### src/rtl/wb_write_arbiter.sv
// Register-file write-port master: merges the non-stalling pipeline writeback
// with a buffered long-latency result stream and tracks pending destinations.
module wb_write_arbiter #(
    parameter int N = 32
) (
    input  logic         clk,
    input  logic         rst,
    input  logic         pipe_we,
    input  logic [4:0]   pipe_rd,
    input  logic [N-1:0] pipe_data,
    input  logic         lu_issue,
    input  logic [4:0]   lu_issue_rd,
    input  logic         lu_valid,
    input  logic [4:0]   lu_rd,
    input  logic [N-1:0] lu_data,
    output logic         lu_ready,
    input  logic [4:0]   src1,
    input  logic [4:0]   src2,
    output logic         hazard,
    output logic         RegWrite,
    output logic [4:0]   rd,
    output logic [N-1:0] write_data,
    output logic [31:0]  busy
);

    logic         buf_v_q, buf_v_d;
    logic [4:0]   buf_rd_q, buf_rd_d;
    logic [N-1:0] buf_data_q, buf_data_d;
    logic         we_q, we_d;
    logic [4:0]   rd_q, rd_d;
    logic [N-1:0] wdata_q, wdata_d;
    logic [31:0]  busy_q, busy_d;

    logic pipe_wr;
    logic accept;
    logic drain;

    // Handshake and arbitration: the pipeline always wins the port.
    always_comb begin
        pipe_wr  = pipe_we && (pipe_rd != 5'd0);
        lu_ready = !buf_v_q || !pipe_wr;
        accept   = lu_valid && lu_ready;
        drain    = buf_v_q && !pipe_wr;
        hazard   = ((src1 != 5'd0) && busy_q[src1]) ||
                   ((src2 != 5'd0) && busy_q[src2]);
    end

    // Next write-port value: pipeline first, then buffered result, else idle.
    always_comb begin
        we_d    = 1'b0;
        rd_d    = 5'd0;
        wdata_d = '0;
        if (pipe_wr) begin
            we_d    = 1'b1;
            rd_d    = pipe_rd;
            wdata_d = pipe_data;
        end else if (buf_v_q) begin
            we_d    = 1'b1;
            rd_d    = buf_rd_q;
            wdata_d = buf_data_q;
        end
    end

    // One-entry buffer; an x0 result is accepted but never marked valid.
    always_comb begin
        buf_v_d    = buf_v_q;
        buf_rd_d   = buf_rd_q;
        buf_data_d = buf_data_q;
        if (accept) begin
            buf_v_d    = (lu_rd != 5'd0);
            buf_rd_d   = lu_rd;
            buf_data_d = lu_data;
        end else if (drain) begin
            buf_v_d = 1'b0;
        end
    end

    // Scoreboard: clear on drain, then set on issue so a reissue wins.
    always_comb begin
        busy_d = busy_q;
        if (drain)
            busy_d[buf_rd_q] = 1'b0;
        if (lu_issue && (lu_issue_rd != 5'd0))
            busy_d[lu_issue_rd] = 1'b1;
        busy_d[0] = 1'b0;
    end

    // State and registered write-port outputs.
    always_ff @(posedge clk or posedge rst) begin
        if (rst) begin
            buf_v_q    <= 1'b0;
            buf_rd_q   <= 5'd0;
            buf_data_q <= '0;
            we_q       <= 1'b0;
            rd_q       <= 5'd0;
            wdata_q    <= '0;
            busy_q     <= '0;
        end else begin
            buf_v_q    <= buf_v_d;
            buf_rd_q   <= buf_rd_d;
            buf_data_q <= buf_data_d;
            we_q       <= we_d;
            rd_q       <= rd_d;
            wdata_q    <= wdata_d;
            busy_q     <= busy_d;
        end
    end

    assign RegWrite   = we_q;
    assign rd         = rd_q;
    assign write_data = wdata_q;
    assign busy       = busy_q;

endmodule

### config.mk
export PLATFORM = sky130hd
export DESIGN_NAME = wb_write_arbiter
export DESIGN_NICKNAME = d
export VERILOG_FILES = /design/src/rtl/wb_write_arbiter.sv
export SDC_FILE = /design/constraint.sdc
export NUM_CORES = 1
export LEC_CHECK = 0
export CORE_MARGIN = 4
export CORE_UTILIZATION = 35
export DETAILED_ROUTE_END_ITERATION = 16
export SLEW_MARGIN = 5
export SYNTH_ARGS = -nofsm -noshare
export SYNTH_HDL_FRONTEND = slang
export SYNTH_SLANG_ARGS = --single-unit
### constraint.sdc
create_clock -name clk -period 4.45 [get_ports clk]
set_input_delay 0.89 -clock clk [delete_from_list [all_inputs] [get_ports clk]]
set_output_delay 0.89 -clock clk [all_outputs]
set_load 0.01 [all_outputs]
==> impl_metrics.env <==
export IMPL_status="finished, final reports clean"
export IMPL_clock_fmax_ghz=0.241
export IMPL_finalSetupViolations=0
export IMPL_post_cts_repair_setup_buffers=0
export IMPL_viasPerCell=5.19
export IMPL_syn_num_nets=533
export IMPL_cap_viol_max_count=0
export IMPL_dr_total_vias=4026
export IMPL_start_util_pct=36.1
export IMPL_synth_ff_latch_count=107
export IMPL_finalSetupTns_ns=0
export IMPL_power_leakage_nw=3.11
export IMPL_cts_resized=0
export IMPL_path_clk_slew_ns=0.07
export IMPL_cts_tree="yes"
export IMPL_ys_seq_area_share_pct=52.8
export IMPL_hold_class="reg2reg"
export IMPL_nFillCells=1249
export IMPL_cts_max_path_buffers=2
export IMPL_drt_wirelength_per_cell_um=19.5
export IMPL_overflow=0
export IMPL_fin_worst_skew_ns=0.00870
export IMPL_htreeDepth=3
export IMPL_antenna_found_initial=0
export IMPL_synthFlopType="dfrtp_1"
export IMPL_arrival_ns=3.26
export IMPL_grtUsageTotal_pct=18.8
export IMPL_yosysTopAreaCell="dfrtp_1"
export IMPL_layout_drive_gt1_share_pct=13.3
export IMPL_crit_fanout=7
export IMPL_drtAntennaViolNets=0
export IMPL_root_buffer="clkbuf_16"
export IMPL_ys_warn_count=0
export IMPL_crit_type="in2out"
export IMPL_maxSlewViolCount=0
export IMPL_worst_pin_slew_ns=0.682
export IMPL_cts_sinks=107
export IMPL_drtIter0Drc=244
export IMPL_grt_pass1_vias=4283
export IMPL_die_area_um2=16500
export IMPL_hpwl_mm=11.3
export IMPL_core_rowCount=43
export IMPL_hold_buffers=0
export IMPL_syn_to_final_growth_pct=41.2
export IMPL_fin_nets=685
export IMPL_cts_made_buffers=9
export IMPL_remaining_drc_errors=0
export IMPL_avgSynthCellArea_um2=11.6
export IMPL_powerDensity_nw_per_um2=428
export IMPL_grt_start_max_net_pins=99
export IMPL_grt_pass1_wl_mm=24.2
export IMPL_antenna_cells=0
export IMPL_globalplace_congestion=0.854
export IMPL_synth_cell_types=46
export IMPL_clk_latency_ns=0.35
export IMPL_routed_wl_mm=15.1
export IMPL_die_h_um=128
export IMPL_firstDrtPassIters=4
export IMPL_synth_top_cell_area_share_pct=52.8
export IMPL_synthCells=439
export IMPL_portBuffers=164
export IMPL_post_route_min_period_ns=4.15
export IMPL_holdWs_ns=0.508
export IMPL_rsz0062_at_grt="false"
export IMPL_max_slew_margin_rel_pct=54.5
export IMPL_peakVddDrop_uv=278
export IMPL_endpoint_kind="primary output"
export IMPL_ios=166
export IMPL_synth_area_top_cells="dfrtp_1 (53%), mux2_4 (8.9%), nand2_1 (7.5%)"
export IMPL_synth_edf_count=0
export IMPL_fp_dieW_um=128
export IMPL_critical_path_required_ns=3.56
export IMPL_layout_common_cells="clkdlybuf4s50_1 (164), dfrtp_1 (107), nand2_1 (102)"
export IMPL_layout_commonest_cell="clkdlybuf4s50_1"
export IMPL_synth_area_um2=5070
export IMPL_coreArea_um2=14000
export IMPL_async_flop_share_pct=100
export IMPL_fin_crit_sh_pct=93.3
export IMPL_critPathLaunchType="primary input"
export IMPL_hold_viol=0
## critical path: stages
cell and delay [ns]:
clkdlybuf4s50_1 0.65, mux4_2 0.53, o21ai_0 0.17, o21ai_0 0.11, a2111o_1 0.43, clkdlybuf4s50_1 0.48
## state kept, by name (all words and copies together), names as in the netlist
signal,count
buf_data_q,32
buf_rd_q,5
buf_v_q,1
write_data,32
RegWrite,1
busy,31
rd,5
## final timing paths
path | cells past startpoint | startpoint | slack [ns] | to
min in group asynchronous | 2 | rst | 0.79 | rd[1]
setup / recovery | 6 | src1[0] | 0.30 | hazard
setup reg to reg | 4 | buf_v_q | 2.64 | busy[19]
hold reg to reg | 2 | buf_data_q[28] | 0.51 | write_data[28]
hold / removal | 2 | buf_data_q[28] | 0.51 | write_data[28]
max in group asynchronous | 3 | rst | 2.92 | busy[27]
## stage by stage
step                instance area, um2  power [W]  cells  util [%]  setup WS (ns)
floorplan                         5070    0.00175    439         -          0.743
global placement                  6850    0.00226    760      48.8          0.291
detailed placement                6850    0.00227    760      48.8          0.296
CTS                               7160    0.00309    776      51.0          0.290
global route                      7160    0.00322    776      51.0          0.198
finish                            7160    0.00307    776      51.0          0.297
## Yosys cell counts (4+ instances only)
library cell / number
mux2i_1: 11
a32o_1: 5
nand2b_1: 5
o2bb2ai_1: 15
buf_6: 4
a22o_1: 9
nand3_1: 37
nor3b_1: 4
mux2_2: 7
mux2_4: 30
inv_1: 5
clkbuf_1: 21
o21ai_0: 13
nor2b_1: 6
dfrtp_1: 107
mux4_2: 10
nor2_1: 6
nand2_1: 102
## layer usage
metal | part of all wire, % | up-vias | global-route usage (%)
met5 | 0 | - | 0
met4 | 1.4 | 0 | 5.56
met3 | 9.5 | 12 | 5.81
met2 | 45 | 157 | 28.5
met1 | 44 | 1990 | 25.9
li1 | - | 1867 | -
## kinds of logic (layout without fill, tap and decap cells)
logic type      after synthesis  after routing  synth area share [%]
compound gates               58             58                  9.08
buf+inv                      33            190                  3.11
flops                       107            107                  52.8
mux                          58             58                  17.0
other cells                   1              1                0.0739
simple gates                182            182                  17.9
## report_power, final
part / internal [W] / total [W] / switching (W) / leakage, nW
clock network: 0.000458 / 0.000827 / 0.000369 / 0.151
logic: 0.000548 / 0.000881 / 0.000333 / 1.68
registers: 0.00116 / 0.00136 / 0.000204 / 1.28
total: 0.00216 / 0.00307 / 0.000907 / 3.11
## cell type report
| class | instances | area, um2 | share of cell area, % |
|---|---|---|---|
| tap | 180 | 225 | 3.14 |
| inverter | 5 | 21.3 | 0.297 |
| sequential | 107 | 2680 | 37.4 |
| clock buffer | 10 | 239 | 3.34 |
| multi-input combinational | 299 | 2240 | 31.2 |
| clock inverter | 6 | 71.3 | 0.996 |
| timing repair buffer | 169 | 1690 | 23.6 |
No activity file was read; power rests on OpenSTA's default activity.
